$ cat src/rtl/mux2_1f_pkg.sv
// Shared constants and types for the two-lane byte un-striper and its companion benches.
package mux2_1f_pkg;

  localparam int unsigned VALID_BIT     = 0;
  localparam int unsigned DEFAULT_WIDTH = 9;
  localparam int unsigned DEFAULT_DEPTH = 4;

  typedef enum logic {
    Lane0 = 1'b0,
    Lane1 = 1'b1
  } lane_e;

endpackage

$ cat src/rtl/mux2_1f_if.sv
// Lane inputs and merged-stream/status outputs of the un-striper, grouped as one bundle.
interface mux2_1f_if #(
  parameter int unsigned WIDTH = 9,
  parameter int unsigned DEPTH = 4
);

  localparam int unsigned LW = $clog2(DEPTH) + 1;

  logic [WIDTH-1:0] in0;
  logic [WIDTH-1:0] in1;
  logic [WIDTH-1:0] out0;
  logic [1:0]       overflow;
  logic [LW-1:0]    level0;
  logic [LW-1:0]    level1;

  modport master (
    output in0,
    output in1,
    input  out0,
    input  overflow,
    input  level0,
    input  level1
  );

  modport slave (
    input  in0,
    input  in1,
    output out0,
    output overflow,
    output level0,
    output level1
  );

endinterface

$ cat src/rtl/lane_fifo.sv
// Per-lane synchronous FIFO with extra-MSB pointers; a push into a full FIFO is
// accepted only when the same cycle also pops.
module lane_fifo #(
  parameter int unsigned DEPTH = 4,
  parameter int unsigned WIDTH = 9
) (
  input  logic                   clk,
  input  logic                   reset,
  input  logic                   push,
  input  logic                   pop,
  input  logic [WIDTH-1:0]       din,
  output logic [WIDTH-1:0]       dout,
  output logic                   full,
  output logic                   empty,
  output logic [$clog2(DEPTH):0] level
);

  localparam int unsigned AW = $clog2(DEPTH);

  logic [AW:0]      wptr_q, rptr_q;
  logic [WIDTH-1:0] mem_q [DEPTH];
  logic             wr_en, rd_en;

  always_comb begin
    empty = (wptr_q == rptr_q);
    full  = (wptr_q[AW] != rptr_q[AW]) && (wptr_q[AW-1:0] == rptr_q[AW-1:0]);
    level = wptr_q - rptr_q;
    dout  = mem_q[rptr_q[AW-1:0]];
    rd_en = pop && !empty;
    wr_en = push && (!full || rd_en);
  end

  always_ff @(posedge clk or negedge reset) begin
    if (!reset) begin
      wptr_q <= '0;
      rptr_q <= '0;
    end else begin
      if (wr_en) wptr_q <= wptr_q + (AW + 1)'(1);
      if (rd_en) rptr_q <= rptr_q + (AW + 1)'(1);
    end
  end

  // Storage is not reset; only the pointers define what is valid.
  always_ff @(posedge clk) begin
    if (wr_en) mem_q[wptr_q[AW-1:0]] <= din;
  end

endmodule

$ cat src/rtl/mux2_1f.sv
// Two-lane to one-lane un-striper: strictly alternates lanes starting at lane 0,
// waiting on the expected lane rather than skipping ahead.
module mux2_1f
  import mux2_1f_pkg::*;
#(
  parameter int unsigned DEPTH = DEFAULT_DEPTH,
  parameter int unsigned WIDTH = DEFAULT_WIDTH
) (
  input logic       clk,
  input logic       reset,
  mux2_1f_if.slave  bus
);

  localparam int unsigned LW = $clog2(DEPTH) + 1;

  logic             push0, push1, pop0, pop1;
  logic             full0, full1, empty0, empty1;
  logic [WIDTH-1:0] dout0, dout1;
  logic [LW-1:0]    level0, level1;

  lane_e            turn_q, turn_d;
  logic [WIDTH-1:0] out_q, out_d;
  logic [1:0]       ovf_q, ovf_d;

  lane_fifo #(
    .DEPTH (DEPTH),
    .WIDTH (WIDTH)
  ) u_fifo0 (
    .clk   (clk),
    .reset (reset),
    .push  (push0),
    .pop   (pop0),
    .din   (bus.in0),
    .dout  (dout0),
    .full  (full0),
    .empty (empty0),
    .level (level0)
  );

  lane_fifo #(
    .DEPTH (DEPTH),
    .WIDTH (WIDTH)
  ) u_fifo1 (
    .clk   (clk),
    .reset (reset),
    .push  (push1),
    .pop   (pop1),
    .din   (bus.in1),
    .dout  (dout1),
    .full  (full1),
    .empty (empty1),
    .level (level1)
  );

  always_comb begin
    push0  = bus.in0[VALID_BIT];
    push1  = bus.in1[VALID_BIT];
    pop0   = (turn_q == Lane0) && !empty0;
    pop1   = (turn_q == Lane1) && !empty1;
    out_d  = '0;
    turn_d = turn_q;
    if (pop0) begin
      out_d  = dout0;
      turn_d = Lane1;
    end else if (pop1) begin
      out_d  = dout1;
      turn_d = Lane0;
    end
    // A word is dropped only when its lane is full and not draining this cycle.
    ovf_d = ovf_q | {push1 && full1 && !pop1, push0 && full0 && !pop0};
  end

  always_ff @(posedge clk or negedge reset) begin
    if (!reset) begin
      turn_q <= Lane0;
      out_q  <= '0;
      ovf_q  <= '0;
    end else begin
      turn_q <= turn_d;
      out_q  <= out_d;
      ovf_q  <= ovf_d;
    end
  end

  assign bus.out0     = out_q;
  assign bus.overflow = ovf_q;
  assign bus.level0   = level0;
  assign bus.level1   = level1;

endmodule
$ cat src/flat_wrapper.sv
// flat-port wrapper written by rule: the top's interface ports become plain ports
module mux2_1f_flat import mux2_1f_pkg::*;
#(
  parameter int unsigned DEPTH = DEFAULT_DEPTH,
  parameter int unsigned WIDTH = DEFAULT_WIDTH
)
  (clk, reset, bus_in0, bus_in1, bus_out0, bus_overflow, bus_level0, bus_level1);
  mux2_1f_if #(.WIDTH(WIDTH), .DEPTH(DEPTH)) bus_i ();
  input logic clk;
  input logic reset;
  input wire logic [$bits(bus_i.in0)-1:0] bus_in0;
  input wire logic [$bits(bus_i.in1)-1:0] bus_in1;
  output wire logic [$bits(bus_i.out0)-1:0] bus_out0;
  output wire logic [$bits(bus_i.overflow)-1:0] bus_overflow;
  output wire logic [$bits(bus_i.level0)-1:0] bus_level0;
  output wire logic [$bits(bus_i.level1)-1:0] bus_level1;
  assign bus_i.in0 = bus_in0;
  assign bus_i.in1 = bus_in1;
  assign bus_out0 = bus_i.out0;
  assign bus_overflow = bus_i.overflow;
  assign bus_level0 = bus_i.level0;
  assign bus_level1 = bus_i.level1;
  mux2_1f #(.DEPTH(DEPTH), .WIDTH(WIDTH)) u_core (.clk(clk), .reset(reset), .bus(bus_i));
endmodule
$ cat config.mk
export PLATFORM = sky130hd
export DESIGN_NAME = mux2_1f_flat
export DESIGN_NICKNAME = d
export VERILOG_FILES = /design/src/rtl/mux2_1f_pkg.sv /design/src/rtl/mux2_1f_if.sv /design/src/rtl/lane_fifo.sv /design/src/rtl/mux2_1f.sv /design/src/flat_wrapper.sv
export SDC_FILE = /design/constraint.sdc
export NUM_CORES = 1
export LEC_CHECK = 0
export CAP_MARGIN = 10
export CORE_MARGIN = 4
export CORE_UTILIZATION = 30
export DETAILED_ROUTE_END_ITERATION = 16
export PLACE_DENSITY_LB_ADDON = 0.3
export SLEW_MARGIN = 20
export SYNTH_ARGS = -nofsm -noshare
export SYNTH_HDL_FRONTEND = slang
export SYNTH_SLANG_ARGS = --single-unit
$ cat constraint.sdc
create_clock -name clk -period 2.95 [get_ports clk]
set_input_delay 0.295 -clock clk [delete_from_list [all_inputs] [get_ports clk]]
set_output_delay 0.295 -clock clk [all_outputs]
set_load 0.005 [all_outputs]
==> out/results.tsv, run 1 <==
metric	value	unit
gr ovfl total	0	
setup repair after global routing missed its margin	false	
Crit Path Category	reg -> out	
crit path setup slack, layout	506	ps
most common cell after layout, fill and taps aside	sky130_fd_sc_hd__edfxtp_1	
finished layout cell area	0.00474	mm2
total wirelength of the detailed-routed design	7120	um
clock buffers created by TritonCTS	9	
largest net degree at the start of global routing	25	
hold_ws	315	ps
DR DRC count	0	
quantity of hold-fixing buffers added after cts	0	
arrival time at the worst endpoint	2150	ps
Fill cells	1211	
Post-DP Area	0.00445	mm2
Final Hold Vio Count	0	
static leakage	1.72	nW
Syn. warnings	0	
number of instances in the synthesized netlist	197	
core area	0.0126	mm2
post-cts resize count	0	
port buffer count	36	
result of the run	finished clean	
antenna violations before repair	0	
Total Die Area	0.0147	mm2
share of final-layout standard cells stronger than drive strength 1	0.173	
final weighted congestion of routability-driven global placement	0.783	
worst hold path class	in -> async	
Worst setup SP type	flop	
number of setup buffers added after CTS	0	
H-tree depth	3	
Critical Path RT	2650	ps
via count of the first global-routing pass	2046	
count of standard-cell rows	41	
final slew viol count	0	
number of nets produced by synthesis	233	
Area growth, synth to finish	22.8	%
final number of setup-violating endpoints	0	
first-pass GRT wire length	11500	um
GRT Overall Usage	0.107	
placed wire-length estimate after detailed placement	4960	um
TritonCTS clock tree	yes	
# IOs	37	
worst rel slew slack	0.606	
iteration-0 DRC count of the detailed router	69	
Max Buffers Root-to-Sink	2	
minimum setup slack after placement	566	ps
type of destination of the critical path	output pin	
clock root cell	sky130_fd_sc_hd__clkbuf_16	
worst clock skew	6.85	ps
area occupied by registers	0.00276	mm2
Initial Utilization	0.306	
crit path max fanout	13	
worst setup slack for register-to-register paths	570	ps
antenna viol nets, final	0	
total number of nets in the final design	280	
transition time at the pin with the least slew margin	590	ps
max-cap viol count	0	
distinct cell type count after synthesis	28	
worst vdd ir	300	uV
crit share post-route	0.828	
vias post-DR	1828	
non-filler instance count after layout	421	
Post-Synthesis Mean Instance Area	19.6	um2
area of the multi-input gates	0.00102	mm2
Routed wire per std cell	16.9	um
power per unit of standard cell area	1110	mW/mm2
Detailed Routing Iterations Pass 1	4	
die outline height	121	um
number of vias per cell after detailed routing	4.34	
sequential share of the synthesized area	0.716	
clk sink count	96	
total instance count after detailed placement	405	
Setup Total Neg Slack	0	ps
final worst path period need	2440	ps
clock insertion delay at the later pin of the skew report	340	ps
post-synthesis sequential element count	96	
register clock-pin slew on the reported worst setup and hold paths	60	ps
final antenna diode count	0	
Max Freq	409	MHz
post-synthesis cell area	0.00386	mm2
most used cells in the layout excluding fill and tap cells	sky130_fd_sc_hd__edfxtp_1, sky130_fd_sc_hd__clkdlybuf4s50_1, sky130_fd_sc_hd__dfrtp_1	
Horiz. Die Dim	121	um
==> final timing paths <==
check	end	from	cells after the start
max in group asynchronous	u_core.bus.out0[5]	reset	2
setup reg to reg	u_core.u_fifo0.mem_q[1][2]	u_core.u_fifo0.rptr_q[1]	5
min in group clk	u_core.bus.overflow[0]	u_core.bus.overflow[0]	1
setup / recovery	bus_level0[2]	u_core.u_fifo0.rptr_q[1]	3
hold / removal	u_core.u_fifo1.wptr_q[0]	reset	2
hold reg to reg	u_core.bus.overflow[0]	u_core.bus.overflow[0]	1
==> metrics by stage <==
step | total power, mW | util
floorplan | 3.34 | -
global placement | 4.17 | 0.352
detailed placement | 4.20 | 0.352
CTS | 5.36 | 0.375
global route | 5.64 | 0.375
finish | 5.27 | 0.375
==> flip-flops by register name (all words and copies together), names as in the netlist <==
| signal | cells |
|---|---|
| u_core.bus.overflow | 2 |
| u_core.turn_q | 1 |
| u_core.u_fifo1.mem_q | 36 |
| u_core.bus.out0 | 9 |
| u_core.u_fifo0.mem_q | 36 |
| u_core.u_fifo0.rptr_q | 3 |
| u_core.u_fifo0.wptr_q | 3 |
| u_core.u_fifo1.wptr_q | 3 |
| u_core.u_fifo1.rptr_q | 3 |
==> routing by layer <==
layer  routed length [um]  share of wire  track usage  vias up
met2                 3220           0.45        0.154       42
met1                 3330           0.47        0.143      907
li1                     -              -            -      861
met3                  309          0.043       0.0270       18
met5                    0              0            0        -
met4                  259          0.036       0.0679        0
==> synth_stat cells <==
| cell | n | area, um2 |
|---|---|---|
| sky130_fd_sc_hd__o31a_1 | 1 | 8.76 |
| sky130_fd_sc_hd__nor3_1 | 1 | 5.00 |
| sky130_fd_sc_hd__o21a_1 | 1 | 7.51 |
| sky130_fd_sc_hd__dfrtp_1 | 24 | 601 |
| sky130_fd_sc_hd__buf_4 | 2 | 15.0 |
| sky130_fd_sc_hd__nor2_1 | 1 | 3.75 |
| sky130_fd_sc_hd__a41oi_1 | 1 | 8.76 |
| sky130_fd_sc_hd__nand3_1 | 1 | 5.00 |
| sky130_fd_sc_hd__a21o_1 | 2 | 15.0 |
| sky130_fd_sc_hd__and2_1 | 6 | 37.5 |
| sky130_fd_sc_hd__o211ai_1 | 1 | 7.51 |
| sky130_fd_sc_hd__xnor2_2 | 2 | 32.5 |
| sky130_fd_sc_hd__a22o_1 | 9 | 78.8 |
| sky130_fd_sc_hd__a31oi_1 | 5 | 31.3 |
| sky130_fd_sc_hd__inv_1 | 12 | 45.0 |
| sky130_fd_sc_hd__mux4_2 | 18 | 405 |
| sky130_fd_sc_hd__xnor2_1 | 5 | 43.8 |
| sky130_fd_sc_hd__o311a_1 | 1 | 10.0 |
| sky130_fd_sc_hd__a21oi_1 | 2 | 10.0 |
| sky130_fd_sc_hd__buf_2 | 2 | 10.0 |
| sky130_fd_sc_hd__ha_1 | 14 | 175 |
| sky130_fd_sc_hd__mux2_2 | 3 | 33.8 |
| sky130_fd_sc_hd__mux2_4 | 1 | 15.0 |
| sky130_fd_sc_hd__fa_1 | 2 | 40.0 |
| sky130_fd_sc_hd__nand2_1 | 2 | 7.51 |
| sky130_fd_sc_hd__clkbuf_1 | 2 | 7.51 |
| sky130_fd_sc_hd__edfxtp_1 | 72 | 2160 |
| sky130_fd_sc_hd__xor2_1 | 4 | 35.0 |
==> worst max-delay path, stage by stage, from the launching register on <==
cell and delay (ps):
sky130_fd_sc_hd__dfrtp_1 590, sky130_fd_sc_hd__fa_1 510, sky130_fd_sc_hd__xnor2_1 180, sky130_fd_sc_hd__clkdlybuf4s50_1 520
==> power by group <==
part	internal, mW	leakage, nW	switching, mW
Clock	0.680	0.144	0.465
Combinational	1.09	0.634	0.946
Sequential	1.88	0.942	0.206
==> area by class of cell <==
type | instances | area share
timing repair buffer | 42 | 0.0856
multi-input combinational | 83 | 0.215
clock inverter | 3 | 0.00872
clock buffer | 13 | 0.0528
sequential | 96 | 0.583
inverter | 12 | 0.00951
tap | 172 | 0.0454
==> logic make-up after synthesis <==
logic type               share of synthesized area
AND/OR/NAND/NOR                             0.0152
XOR/XNOR                                    0.0289
buffers and inverters                       0.0201
AO/OA/AOI/OAI                               0.0461
adder cells (fa/ha/maj)                     0.0558
flip-flops                                   0.716
multiplexers                                 0.118
Power figures use the tool's default switching activity.
==> run 2, diff against run 1 <==
==> constraint.sdc (replaced) <==
create_clock -name clk -period 2.5 [get_ports clk]
set_input_delay 0.25 -clock clk [delete_from_list [all_inputs] [get_ports clk]]
set_output_delay 0.25 -clock clk [all_outputs]
set_load 0.005 [all_outputs]
==> run 2 against run 1 <==
Compared with the run above:
- highest routed layer unchanged
- final cell count up 1.7%
- via count increased by 3.1%
- final area increased by 2.0%
- worst setup slack got worse by 350 ps
- clock skew about the same
==> out/results.tsv, run 2 (synthesis results as in run 1) <==
metric	value	unit
# IOs	37	
clock buffers created by TritonCTS	9	
Critical Path RT	2250	ps
Final Hold Vio Count	0	
number of vias per cell after detailed routing	4.40	
Area growth, synth to finish	25.2	%
setup repair after global routing missed its margin	false	
number of setup buffers added after CTS	0	
worst hold path class	in -> async	
Horiz. Die Dim	121	um
Routed wire per std cell	16.5	um
arrival time at the worst endpoint	2100	ps
final slew viol count	0	
H-tree depth	3	
area of the multi-input gates	0.00102	mm2
Fill cells	1205	
final worst path period need	2350	ps
endpoint of the most critical register-to-register path	u_core.u_fifo0.mem_q[2][1]	
port buffer count	36	
worst r2r src	u_core.u_fifo0.wptr_q[0]	
first-pass GRT wire length	11400	um
Detailed Routing Iterations Pass 1	4	
post-cts resize count	0	
via count of the first global-routing pass	2000	
cell-internal power	4.36	mW
worst setup slack for register-to-register paths	560	ps
DR DRC count	0	
area occupied by registers	0.00276	mm2
Max Freq	426	MHz
final weighted congestion of routability-driven global placement	0.703	
Total Die Area	0.0147	mm2
clock root cell	sky130_fd_sc_hd__clkbuf_16	
combinational cell fraction of total power	0.400	
type of destination of the critical path	output pin	
largest net degree at the start of global routing	25	
clk sink count	96	
result of the run	finished clean	
Max Buffers Root-to-Sink	2	
most used cells in the layout excluding fill and tap cells	sky130_fd_sc_hd__edfxtp_1, sky130_fd_sc_hd__clkdlybuf4s50_1, sky130_fd_sc_hd__dfrtp_1	
die outline height	121	um
worst r2r path cells	6	
transition time at the pin with the least slew margin	625	ps
GRT Overall Usage	0.104	
share of final-layout standard cells stronger than drive strength 1	0.207	
final number of setup-violating endpoints	0	
Worst setup SP type	flop	
Critical Path Sink	bus_level0[2]	
worst rel slew slack	0.583	
crit share post-route	0.938	
worst clock skew	6.69	ps
register clock-pin slew on the reported worst setup and hold paths	60	ps
power per unit of standard cell area	1310	mW/mm2
final antenna diode count	0	
Switch Pwr	1.96	mW
static leakage	1.77	nW
most common cell after layout, fill and taps aside	sky130_fd_sc_hd__edfxtp_1	
vias post-DR	1884	
crit path max fanout	4	
total number of nets in the final design	288	
Initial Utilization	0.306	
count of standard-cell rows	41	
max-cap viol count	0	
core area	0.0126	mm2
Layout Utilization	0.383	
total wirelength of the detailed-routed design	7050	um
iteration-0 DRC count of the detailed router	83	
TritonCTS clock tree	yes	
gr ovfl total	0	
Clk pwr share	0.217	
antenna viol nets, final	0	
Setup Total Neg Slack	0	ps
antenna violations before repair	0	
Reg power frac	0.382	
switching part of the total	0.310	
placed wire-length estimate after detailed placement	4870	um
source of the critical timing path	u_core.u_fifo0.wptr_q[0]	
clock insertion delay at the later pin of the skew report	340	ps
worst vdd ir	358	uV
quantity of hold-fixing buffers added after cts	0	
Crit Path Category	reg -> out	
run 2: changes by cell type in the layout (fill, tap and decap cells not counted):
cell                       before  now
sky130_fd_sc_hd__clkbuf_1       3    0
sky130_fd_sc_hd__clkinv_2       1    0
sky130_fd_sc_hd__clkbuf_8       1    0
sky130_fd_sc_hd__buf_12         0    2
sky130_fd_sc_hd__clkinv_4       0    1
sky130_fd_sc_hd__inv_6          0    4
sky130_fd_sc_hd__buf_4          6   12
sky130_fd_sc_hd__inv_4          1    0
run 2: routing by layer:
| metal | vias to the layer above | share of wire | track usage |
|---|---|---|---|
| li1 | 874 | - | - |
| met2 | 42 | 0.46 | 0.153 |
| met4 | 0 | 0.012 | 0.0315 |
| met1 | 962 | 0.48 | 0.146 |
| met3 | 6 | 0.047 | 0.0359 |
| met5 | - | 0 | 0 |
run 2: cell type report:
cell class / count / area share
sequential: 96 / 0.572
clock inverter: 6 / 0.0153
tap: 172 / 0.0446
clock buffer: 9 / 0.0466
multi-input combinational: 83 / 0.211
timing repair buffer: 50 / 0.102
inverter: 12 / 0.00933
run 2: worst min path at each step:
stage          slack (ps)                  endpoint  depth (start not counted)
2_1_floorplan         -50        u_core.bus.out0[0]                          0
3_3_place_gp          440    u_core.bus.overflow[0]                          1
3_5_place_dp          450    u_core.bus.overflow[0]                          1
4_1_cts               280  u_core.u_fifo1.wptr_q[2]                          2
5_1_grt               320  u_core.u_fifo1.wptr_q[2]                          2
6_report              280  u_core.u_fifo1.wptr_q[2]                          2
run 2: metrics by stage:
step                      instances  power (mW)  instance area, um2  worst slack [ps]  hold slack [ps]
after global routing            428        6.75                4830              35.6              318
after CTS                       428        6.43                4830               118              285
after detailed placement        413        5.04                4530               489              448
final                           428        6.33                4830               154              279
after floorplan                 197        3.94                3860               423            -45.6
after global placement          413        5.03                4530               524              442
run 2: critical path, stage by stage, from the launching register on:
cell	delay [ps]
sky130_fd_sc_hd__dfrtp_1	370
sky130_fd_sc_hd__inv_1	110
sky130_fd_sc_hd__ha_1	230
sky130_fd_sc_hd__fa_1	370
sky130_fd_sc_hd__xnor2_1	170
sky130_fd_sc_hd__clkdlybuf4s50_1	520
run 2: power groups by stage:
stage                     clock network, mW  registers (mW)  logic (mW)
after floorplan                           0            2.41        1.52
after global placement                    0            2.45        2.58
after detailed placement                  0            2.45        2.58
after CTS                              1.41            2.42        2.59
after global routing                   1.49            2.47        2.79
final                                  1.38            2.42        2.53
==> run 3, diff against run 2 <==
--- a/config.mk
+++ b/config.mk
@@ -9,6 +9,7 @@
 export CORE_MARGIN = 4
 export CORE_UTILIZATION = 30
 export DETAILED_ROUTE_END_ITERATION = 16
+export HOLD_SLACK_MARGIN = 0.03
 export PLACE_DENSITY_LB_ADDON = 0.3
 export SLEW_MARGIN = 20
 export SYNTH_ARGS = -nofsm -noshare
==> results of run 3 <==
No change in the layout: final DEF, timing and power equal those of run 2.
